### src/rtl/shop_pkg.sv
// Shared definitions for the shop database: command keys, response strings,
// the 3-bit opcode encoding and the FSM state encoding.
package shop_pkg;

  // Strings are kept at a common width and trimmed/extended at the ports.
  localparam int STR_W = 128;

  typedef enum logic [2:0] {
    OP_LOGOUT  = 3'd0,
    OP_LOGIN   = 3'd1,
    OP_ADDUSR  = 3'd2,
    OP_DELUSR  = 3'd3,
    OP_ADDITEM = 3'd4,
    OP_DELITEM = 3'd5,
    OP_BUY     = 3'd6,
    OP_BAD     = 3'd7
  } opcode_t;

  typedef enum logic [1:0] {
    ST_IDLE   = 2'd0,
    ST_DECODE = 2'd1,
    ST_EXEC   = 2'd2,
    ST_RESP   = 2'd3
  } state_t;

  // Command keys, right-justified and zero-padded.
  localparam logic [STR_W-1:0] KEY_LOGOUT  = {80'd0, "Logout"};
  localparam logic [STR_W-1:0] KEY_LOGIN   = {88'd0, "Login"};
  localparam logic [STR_W-1:0] KEY_ADDUSR  = {80'd0, "AddUsr"};
  localparam logic [STR_W-1:0] KEY_DELUSR  = {80'd0, "DelUsr"};
  localparam logic [STR_W-1:0] KEY_ADDITEM = {72'd0, "AddItem"};
  localparam logic [STR_W-1:0] KEY_DELITEM = {72'd0, "DelItem"};
  localparam logic [STR_W-1:0] KEY_BUY     = {104'd0, "Buy"};

  // Response strings, right-justified and zero-padded.
  localparam logic [STR_W-1:0] RSP_OK       = {112'd0, "OK"};
  localparam logic [STR_W-1:0] RSP_DENIED   = {80'd0, "DENIED"};
  localparam logic [STR_W-1:0] RSP_BAD_USER = {64'd0, "BAD_USER"};
  localparam logic [STR_W-1:0] RSP_BAD_ITEM = {64'd0, "BAD_ITEM"};
  localparam logic [STR_W-1:0] RSP_NO_STOCK = {64'd0, "NO_STOCK"};
  localparam logic [STR_W-1:0] RSP_BAD_CMD  = {72'd0, "BAD_CMD"};
  localparam logic [STR_W-1:0] RSP_NONE     = {96'd0, "NONE"};

endpackage

### src/rtl/shop_cmd_decode_v.sv
// Combinational ASCII command to opcode decoder. Anything that is not an
// exact key match decodes as OP_BAD.
module shop_cmd_decode_v
  import shop_pkg::*;
#(
  parameter int A_CHARS = 7
) (
  input  logic [A_CHARS*8-1:0] a,
  output opcode_t              op
);

  logic [STR_W-1:0] a_ext;

  // Zero-extend the command to the common string width and match keys.
  always_comb begin
    a_ext = STR_W'(a);
    op    = OP_BAD;
    case (a_ext)
      KEY_LOGOUT:  op = OP_LOGOUT;
      KEY_LOGIN:   op = OP_LOGIN;
      KEY_ADDUSR:  op = OP_ADDUSR;
      KEY_DELUSR:  op = OP_DELUSR;
      KEY_ADDITEM: op = OP_ADDITEM;
      KEY_DELITEM: op = OP_DELITEM;
      KEY_BUY:     op = OP_BUY;
      default:     op = OP_BAD;
    endcase
  end

endmodule

### src/rtl/shop_db_v.sv
// Shop database: user table, stock table and a login session, driven by
// ASCII commands through a fixed IDLE->DECODE->EXEC->RESP sequence.
//
// Handshake: a command is accepted only when i_rdy is high on a rising edge
// while the FSM is IDLE (o_busy=0); i_rdy while busy is dropped, never
// queued. The answer appears on o_a together with a one-cycle o_valid pulse
// during RESP, three cycles after the accepting edge, and o_a holds until the
// next answer. Tables are written only on the edge that leaves EXEC.
module shop_db_v
  import shop_pkg::*;
#(
  parameter int MAX_USERS           = 5,
  parameter int MAX_ITEMS           = 8,
  parameter int QTY_BITS            = 8,
  parameter int I_A_NUM_ASCII_CHARS = 7,
  parameter int O_A_NUM_ASCII_CHARS = 9,
  parameter int I_U_NUM_BITS        = 4,
  parameter int I_ITEM_NUM_BITS     = 4
) (
  input  logic                             i_clk,
  input  logic                             i_reset_n,
  input  logic                             i_rdy,
  input  logic [I_U_NUM_BITS-1:0]          i_u,
  input  logic [I_A_NUM_ASCII_CHARS*8-1:0] i_a,
  input  logic [I_ITEM_NUM_BITS-1:0]       i_item,
  input  logic [QTY_BITS-1:0]              i_qty,
  output logic [O_A_NUM_ASCII_CHARS*8-1:0] o_a,
  output logic                             o_valid,
  output logic                             o_busy,
  output logic [1:0]                       o_dbg_state
);

  localparam int AW = I_A_NUM_ASCII_CHARS * 8;
  localparam int OW = O_A_NUM_ASCII_CHARS * 8;

  state_t state_q, state_n;

  // Captured command
  logic [I_U_NUM_BITS-1:0]    u_q;
  logic [AW-1:0]              a_q;
  logic [I_ITEM_NUM_BITS-1:0] item_q;
  logic [QTY_BITS-1:0]        qty_q;
  opcode_t                    op_dec, op_q;

  // Tables and session
  logic [MAX_USERS-1:0]       user_tbl;
  logic [QTY_BITS-1:0]        stock [MAX_ITEMS];
  logic                       sess_valid;
  logic [I_U_NUM_BITS-1:0]    sess_id;

  // Execute-stage results
  logic                       user_rd;
  logic [QTY_BITS-1:0]        stock_rd;
  logic [QTY_BITS:0]          stock_sum;
  logic                       u_in_range;
  logic                       item_in_range;
  logic                       actor_admin;
  logic                       user_we;
  logic                       user_wval;
  logic                       stock_we;
  logic [QTY_BITS-1:0]        stock_wval;
  logic                       sess_we;
  logic                       sess_valid_n;
  logic [OW-1:0]              resp_n;
  logic                       exec_en;

  shop_cmd_decode_v #(
    .A_CHARS(I_A_NUM_ASCII_CHARS)
  ) u_decode (
    .a  (a_q),
    .op (op_dec)
  );

  assign o_busy      = (state_q != ST_IDLE);
  assign o_valid     = (state_q == ST_RESP);
  assign o_dbg_state = state_q;
  assign exec_en     = (state_q == ST_EXEC);

  // FSM state register
  always_ff @(posedge i_clk or negedge i_reset_n) begin
    if (!i_reset_n) state_q <= ST_IDLE;
    else            state_q <= state_n;
  end

  // FSM next state: one cycle per stage, IDLE waits for i_rdy
  always_comb begin
    state_n = state_q;
    case (state_q)
      ST_IDLE:   if (i_rdy) state_n = ST_DECODE;
      ST_DECODE: state_n = ST_EXEC;
      ST_EXEC:   state_n = ST_RESP;
      ST_RESP:   state_n = ST_IDLE;
      default:   state_n = ST_IDLE;
    endcase
  end

  // Capture the command in IDLE and latch the decoded opcode in DECODE
  always_ff @(posedge i_clk or negedge i_reset_n) begin
    if (!i_reset_n) begin
      u_q    <= '0;
      a_q    <= '0;
      item_q <= '0;
      qty_q  <= '0;
      op_q   <= OP_BAD;
    end else begin
      if (state_q == ST_IDLE && i_rdy) begin
        u_q    <= i_u;
        a_q    <= i_a;
        item_q <= i_item;
        qty_q  <= i_qty;
      end
      if (state_q == ST_DECODE) op_q <= op_dec;
    end
  end

  // Table reads addressed by the captured user id and item index
  always_comb begin
    user_rd  = 1'b0;
    stock_rd = '0;
    for (int k = 0; k < MAX_USERS; k++)
      if (int'(u_q) == k) user_rd = user_tbl[k];
    for (int k = 0; k < MAX_ITEMS; k++)
      if (int'(item_q) == k) stock_rd = stock[k];
  end

  assign u_in_range    = (int'(u_q) < MAX_USERS);
  assign item_in_range = (int'(item_q) < MAX_ITEMS);
  assign actor_admin   = sess_valid && (sess_id == '0);
  assign stock_sum     = {1'b0, stock_rd} + {1'b0, qty_q};

  // Command execution: checks in order command, permission, index, stock
  always_comb begin
    user_we      = 1'b0;
    user_wval    = 1'b0;
    stock_we     = 1'b0;
    stock_wval   = '0;
    sess_we      = 1'b0;
    sess_valid_n = sess_valid;
    resp_n       = OW'(RSP_OK);
    case (op_q)
      OP_LOGIN: begin
        if (!u_in_range || !user_rd) resp_n = OW'(RSP_BAD_USER);
        else if (sess_valid)         resp_n = OW'(RSP_DENIED);
        else begin
          sess_we      = 1'b1;
          sess_valid_n = 1'b1;
        end
      end
      OP_LOGOUT: begin
        if (!sess_valid) resp_n = OW'(RSP_DENIED);
        else begin
          sess_we      = 1'b1;
          sess_valid_n = 1'b0;
        end
      end
      OP_ADDUSR, OP_DELUSR: begin
        if (!actor_admin)                     resp_n = OW'(RSP_DENIED);
        else if (!u_in_range || u_q == '0)    resp_n = OW'(RSP_BAD_USER);
        else if (op_q == OP_ADDUSR) begin
          user_we   = 1'b1;
          user_wval = 1'b1;
        end else if (!user_rd)                resp_n = OW'(RSP_BAD_USER);
        else begin
          user_we   = 1'b1;
          user_wval = 1'b0;
        end
      end
      OP_ADDITEM, OP_DELITEM: begin
        if (!actor_admin)        resp_n = OW'(RSP_DENIED);
        else if (!item_in_range) resp_n = OW'(RSP_BAD_ITEM);
        else begin
          stock_we = 1'b1;
          if (op_q == OP_DELITEM)        stock_wval = '0;
          else if (stock_sum[QTY_BITS])  stock_wval = '1;
          else                           stock_wval = stock_sum[QTY_BITS-1:0];
        end
      end
      OP_BUY: begin
        if (!sess_valid)                          resp_n = OW'(RSP_DENIED);
        else if (!item_in_range)                  resp_n = OW'(RSP_BAD_ITEM);
        else if (qty_q == '0 || qty_q > stock_rd) resp_n = OW'(RSP_NO_STOCK);
        else begin
          stock_we   = 1'b1;
          stock_wval = stock_rd - qty_q;
        end
      end
      default: resp_n = OW'(RSP_BAD_CMD);
    endcase
  end

  // Table, session and response registers, written only on the EXEC edge
  always_ff @(posedge i_clk or negedge i_reset_n) begin
    if (!i_reset_n) begin
      user_tbl   <= {{(MAX_USERS-1){1'b0}}, 1'b1};
      for (int k = 0; k < MAX_ITEMS; k++) stock[k] <= '0;
      sess_valid <= 1'b0;
      sess_id    <= '0;
      o_a        <= OW'(RSP_NONE);
    end else if (exec_en) begin
      for (int k = 0; k < MAX_USERS; k++)
        if (user_we && int'(u_q) == k) user_tbl[k] <= user_wval;
      for (int k = 0; k < MAX_ITEMS; k++)
        if (stock_we && int'(item_q) == k) stock[k] <= stock_wval;
      if (sess_we) begin
        sess_valid <= sess_valid_n;
        sess_id    <= u_q;
      end
      o_a <= resp_n;
    end
  end

endmodule
### config.mk
export PLATFORM = sky130hd
export DESIGN_NAME = shop_db_v
export DESIGN_NICKNAME = d
export VERILOG_FILES = /design/src/rtl/shop_pkg.sv /design/src/rtl/shop_cmd_decode_v.sv /design/src/rtl/shop_db_v.sv
export SDC_FILE = /design/constraint.sdc
export NUM_CORES = 1
export LEC_CHECK = 0
export ABC_CLOCK_PERIOD_IN_PS = 10500
export CORE_AREA = 2 2 108 163
export CTS_CLUSTER_SIZE = 16
export DETAILED_ROUTE_END_ITERATION = 12
export DIE_AREA = 0 0 110 165
export PLACE_DENSITY_LB_ADDON = 0.25
export SETUP_SLACK_MARGIN = 0.5
export SLEW_MARGIN = 25
export SYNTH_ARGS = -nofsm -noshare
export SYNTH_HDL_FRONTEND = slang
export SYNTH_SLANG_ARGS = --single-unit
### constraint.sdc
create_clock -name i_clk -period 10.5 [get_ports i_clk]
set_input_delay 2.625 -clock i_clk [delete_from_list [all_inputs] [get_ports i_clk]]
set_output_delay 2.625 -clock i_clk [all_outputs]
set_load 0.02 [all_outputs]
# After elaboration in Yosys (flattened, before gate mapping)

Cells that the tools add are included.

Add/subtract/negate cells: 2
Order comparisons: 3
Eq/ne operators: 29
Mux-type cells: 58
Reductions and logical operators: 46

Operators with widths:

| operator                                               | number |
|---|---|
| 2-to-1 mux 63 bit                                      | 10 |
| one-hot mux 72 bit (5 select lines)                    | 1 |
| equality test 56 x 47 -> 1 bit (second input constant) | 3 |
| 2-to-1 mux 8 bit                                       | 15 |
| equality test 56 x 55 -> 1 bit (second input constant) | 2 |
| 2-to-1 mux 47 bit                                      | 2 |
| equality test 56 x 23 -> 1 bit (second input constant) | 1 |
| equality test 56 x 39 -> 1 bit (second input constant) | 1 |
| AND reduction 2 bit                                    | 14 |
| 2-to-1 mux 1 bit                                       | 23 |
| one-hot mux 3 bit (7 select lines)                     | 1 |
| equality test 4 bit (second input constant)            | 5 |
| equality test 4 x 3 -> 1 bit (second input constant)   | 4 |
| logical NOT 4 bit                                      | 4 |
| one-hot mux 8 bit (2 select lines)                     | 1 |
| logical AND 1 bit                                      | 15 |
| adder 8 x 8 -> 9 bit                                   | 1 |
| equality test 3 bit (second input constant)            | 3 |
| equality test 4 x 2 -> 1 bit (second input constant)   | 2 |
| > comparator 8 bit                                     | 1 |
| logical NOT 8 bit                                      | 1 |
| one-hot mux 2 bit (4 select lines)                     | 1 |
| subtractor 8 bit                                       | 1 |
| equality test 3 x 2 -> 1 bit (second input constant)   | 2 |
| other kinds (15)                                       | 24 |

Flip-flop bits (word level): 223
Bits of input ports: 75
Output and inout bits: 76
Word-level logic and storage cells: 160

# Depth between registers and ports, before layout

Word-level depth: 17
Mapped depth: 18
Mapped depth without buffers: 15

# By module

A second synthesis with hierarchy kept.

Cells, all modules: 892
Area, all modules: 9691.8 µm²

Modules (own cells, without submodules):

| module            | times used | cells each | area an instance (µm²) | seq. area each (µm²) |
|---|---|---|---|---|
| shop_db_v         | 1          | 818        | 9200.1                 | 4423.0 |
| shop_cmd_decode_v | 1          | 74         | 491.7                  | 0.0 |

# Worst setup path after synthesis

No wires, ideal clock.

Kind: register -> register
Start point: reg item_q[0]
End point: reg stock[46] (netlist name)
Setup time: 144 ps
Data arrival time: 3866 ps
Required time: 10356 ps
Setup slack: 6489 ps
Cell stages (with the launch flop): 19
Buffers on the path: 4
Period minus slack after synthesis: 4011 ps
Path through: dfrtp_1 > buf_1 > clkbuf_1 > nor3b_1 > a21oi_1 > o32ai_1 > a221oi_1 > ha_1 > inv_2 > fa_1 > a211oi_1 > o21ai_1 > a31oi_4 > o31ai_4 > and4_1 > buf_2 > buf_4 > nor2_1 > a21oi_1

Longest elaborated chain between the ends: 17
Elaborated cells between the ends (all ways): 37
Those cells by class: add/sub: 2; order compare: 2; eq/ne: 7; mux: 22; reduce/logical: 4

RTL lines:

| what                                 | line             | text |
|---|---|---|
| start: declaration                   | shop_db_v.sv:41  | `logic [I_ITEM_NUM_BITS-1:0] item_q;` |
| start signal: assignment             | shop_db_v.sv:109 | `item_q <= i_item;` |
| logical NOT 4 bit                    | shop_db_v.sv:123 | `if (int'(item_q) == k) stock_rd = stock[k];` |
| 2-to-1 mux 8 bit (8 in a row)        | shop_db_v.sv:123 |  |
| > comparator 8 bit                   | shop_db_v.sv:181 | `else if (qty_q == '0 \|\| qty_q > stock_rd) resp_n = OW'(RSP_NO_STOCK);` |
| logical OR 1 bit                     | shop_db_v.sv:181 |  |
| 2-to-1 mux 1 bit                     | shop_db_v.sv:181 |  |
| 2-to-1 mux 1 bit                     | shop_db_v.sv:180 | `else if (!item_in_range) resp_n = OW'(RSP_BAD_ITEM);` |
| 2-to-1 mux 1 bit                     | shop_db_v.sv:179 | `if (!sess_valid) resp_n = OW'(RSP_DENIED);` |
| one-hot mux 1 bit (2 select lines)   | shop_db_v.sv:140 | `case (op_q)` |
| logical AND 1 bit                    | shop_db_v.sv:203 | `if (stock_we && int'(item_q) == k) stock[k] <= stock_wval;` |
| AND reduction 2 bit (no source line) | -                |  |
| end: declaration                     | shop_db_v.sv:47  | `logic [QTY_BITS-1:0] stock [MAX_ITEMS];` |

Several ways; a longest one is shown, not always the timed one.
A chain may end at the register's enable or synchronous reset.

# Worst setup path after layout

Start point: reg item_q[1]
End point: reg stock[18] (netlist name)

The elaborated chain is that of the path after synthesis.

==> results by group <==
Timing
  – Final hold vios: 0
  – Setup TNS: 0 ns
  – Final Max Slew Viols: 0
  – Worst Max-Slew Pin Slew: 0.9797 ns
  – Fmax: 218.3 MHz
  – Unrepaired setup endpoints after global routing: no
  – Final Cycle Share: 0.4363
  – Slew headroom: 0.3469
  – Minimum clock period: 4.581 ns
  – Final setup fails: 0
  – Setup Skew: 0.01502 ns
  – Final Worst Setup Slack: 5.919 ns

Setup path
  – RR Endpoint: stock[18]
  – Critical R2R Launch: item_q[1]
  – Kind of critical path: reg -> reg
  – R2R cell count: 14
  – Critical path startpoint category: flip-flop
  – Top delay family on crit path: compound AO/OA/AOI/OAI gates
  – Reg-to-reg slack, setup: 5.92 ns
  – Worst-path maximum fanout: 22
  – Crit-path cells: mux2_1 -> a22oi_1 -> o32ai_1 -> a221oi_1 -> ha_1 -> inv_2 -> fa_1 -> a211oi_1 -> o21ai_1 -> a31o_2 -> a22oi_1 -> o21ai_1 -> a21oi_1 -> o21ai_1
  – Worst path bufs/invs: 1
  – Critical Path End Type: flip-flop
  – Worst Path Required: 10.77 ns
  – Arrival @ worst endpoint: 4.86 ns
  – Max stage delay on crit path: 0.92 ns
  – CP max-delay cell: dfrtp_1
  – Most used cell, CP: o21ai_1

Yosys
  – Post-synthesis register bit count: 176
  – Post-synth EDFFs: 0
  – Cell accounting for the most synthesized area: dfrtp_1
  – Avg Inst Size Synth: 10.59 sq um
  – Most numerous cell in the Yosys netlist: dfrtp_1
  – Share of the synthesized area in the top cell type: 0.4374
  – Commonest cells in the netlist: dfrtp_1 (161), nand2_1 (75), nor2_1 (66), o21ai_1 (66), mux2_1 (64)
  – Post-Syn Area: 9210 sq um
  – FFs w/ async S/R, synth: 1.000
  – Dominant synthesized flop cell: dfrtp_1
  – Netlist cell types: 81
  – Top cells by area, synth: dfrtp_1 (44%), mux2_1 (7.8%), dfstp_2 (4.3%)
  – Seq/Total Area, Yosys: 0.4802
  – Yosys warns: 0
  – Syn Inst Count: 870

Route
  – ANT nets after route: 0
  – Post-Route WL: 20.22 mm
  – Routed len/inst: 17.22 um
  – Detailed Route Iter0 Violations: 421
  – Drt pass-1 iters: 5
  – Number of remaining DRC errors: 0
  – Vias/cell: 5.818
  – Vias: 6830

Hold path
  – Min-delay src: user_tbl[0]
  – Hold depth: 0
  – Worst hold path type: reg -> reg
  – Hold EP: user_tbl[0]

Floorplanning
  – Die width: 110 um
  – Core area: 16620 sq um
  – Die area: 18150 sq um
  – # IOs: 151
  – Die H: 165 um
  – Num rows: 58
  – Starting Density: 0.5542

Pwr
  – Worst VDD drop: 135.9 uV
  – LEAKAGE: 4.632 nW
  – Overall power: 0.002267 W
  – Power per cell area: 208.0 nW/um^2

Clocking
  – CTS root buf: clkbuf_16
  – TritonCTS clock tree: done
  – Gates resized, CTS repair: 0
  – Clk buf depth: 2
  – Clk sink count: 176
  – H-Tree Depth: 4
  – Latest clock arrival within the worst-skew pair: 0.43 ns
  – CTS Hold Bufs: 0
  – Post-CTS Setup Bufs: 0
  – TritonCTS buffer count: 17
  – Clk slew on worst S/H paths: 0.06 ns

GRT
  – First-pass GRT wire length: 33.08 mm
  – Gr ovfl total: 0
  – Initial antenna violation count: 0
  – Pin count of the biggest net entering global routing: 97
  – GRT Util Overall: 0.2351
  – Vias in the first global route: 6671

Cells and area
  – Layout Nets: 1049
  – Sequential Area: 4423 sq um
  – Area Overhead vs Synth: 18.30%
  – Area of the multi-input gates: 4249 sq um
  – Diodes inserted: 0
  – Ratio of cells with drive above 1 in the final layout: 0.1110
  – Fill count: 1323

Place
  – # port buffers: 120
  – DPL Wire Length: 14.51 mm
  – Placement Setup Slack: 5.922 ns
  – Placer Congestion: 0.9298

Run
  – Max Cap Viol: 0

Run status
  – Status: completed
[worst register-to-register path: stages, from the launching register on]
cell and delay [ns]:
dfrtp_1 0.92, mux2_1 0.39, a22oi_1 0.15, o32ai_1 0.11, a221oi_1 0.31, ha_1 0.23
inv_2 0.05, fa_1 0.44, a211oi_1 0.28, o21ai_1 0.20, a31o_2 0.32, a22oi_1 0.21
o21ai_1 0.08, a21oi_1 0.59, o21ai_1 0.16
[power breakdown]
part / total, W / switching, W / leakage, nW / internal (W)
clock network: 0.000648 / 0.000269 / 0.294 / 0.000379
logic: 0.000614 / 0.000323 / 2.13 / 0.000290
registers: 0.00100 / 0.000179 / 2.21 / 0.000826
total: 0.00227 / 0.000771 / 4.63 / 0.00150
[metal layers]
layer / GRT usage / wire (um)
met4: 0.09494 / 575
met2: 0.4136 / 10820
met1: 0.2768 / 7886
met3: 0.04696 / 933
met5: 0 / 0
[cell families (layout without fill, tap and decap cells)]
logic type,Yosys count,count (layout),share of synthesized area
other,2,30,0.0008154
buffers and inverters,121,187,0.07132
and+or+nand+nor,259,259,0.1486
DFF,176,176,0.4802
adders and majority gates,23,23,0.03288
muxes,106,106,0.1394
xor gates and xnor gates,3,3,0.002853
AOI/OAI and AO/OA,180,180,0.1239
[flip-flops by register name, indices dropped and copies added, names as in the netlist]
name	count
sess_valid	1
stock	64
qty_q	8
a_q	56
o_dbg_state	2
o_a	25
op_q	3
item_q	4
u_q	4
sess_id	4
user_tbl	5
[worst max-delay path by stage]
stage	end	slack, ns	from	cells after the start
after global routing	stock[44]	5.55	item_q[1]	14
final	stock[18]	5.92	item_q[1]	14
after detailed placement	stock[28]	5.92	item_q[1]	14
after floorplan	stock[46]	6.49	item_q[0]	18
after global placement	stock[52]	6.06	item_q[1]	14
after CTS	stock[44]	5.91	item_q[1]	14
[through the flow]
step | util | std cells | hold slack, ns | instance area (sq um)
2_1_floorplan | - | 898 | 0.4264 | 9315
3_3_place_gp | 0.6184 | 1142 | 0.3576 | 10280
3_5_place_dp | 0.6184 | 1142 | 0.3602 | 10280
4_1_cts | 0.6550 | 1174 | 0.3696 | 10890
5_1_grt | 0.6556 | 1174 | 0.3777 | 10900
6_report | 0.6556 | 1174 | 0.3681 | 10900
[cell type report]
type / instances / area share
sequential: 176 / 0.4060
tap: 210 / 0.02412
timing repair buffer: 124 / 0.1135
multi-input combinational: 601 / 0.3900
clock inverter: 14 / 0.01642
clock buffer: 18 / 0.03939
inverter: 31 / 0.01068
[placed cells by master, fill, tap and decap left out, types with 5 or more instances in the layout]
| cell type | n |
|---|---|
| ha_1 | 21 |
| and3_1 | 7 |
| o22ai_1 | 5 |
| nor4b_1 | 5 |
| nor4_1 | 9 |
| a21o_1 | 8 |
| mux2i_1 | 9 |
| o21a_1 | 8 |
| nor2_1 | 66 |
| o21ai_1 | 66 |
| mux4_2 | 9 |
| a21oi_1 | 46 |
| mux2_1 | 64 |
| nand3_1 | 12 |
| nor3_1 | 15 |
| conb_1 | 30 |
| inv_1 | 28 |
| nand2_1 | 74 |
| a22oi_1 | 6 |
| nand4_1 | 11 |
| mux2_2 | 24 |
| inv_6 | 5 |
| and2_1 | 5 |
| dfrtp_1 | 161 |
| clkdlybuf4s50_1 | 119 |
| clkbuf_16 | 17 |
| dfstp_2 | 15 |
| nor2b_1 | 5 |
| nand2b_1 | 7 |
(Power assumes the default switching activity.)
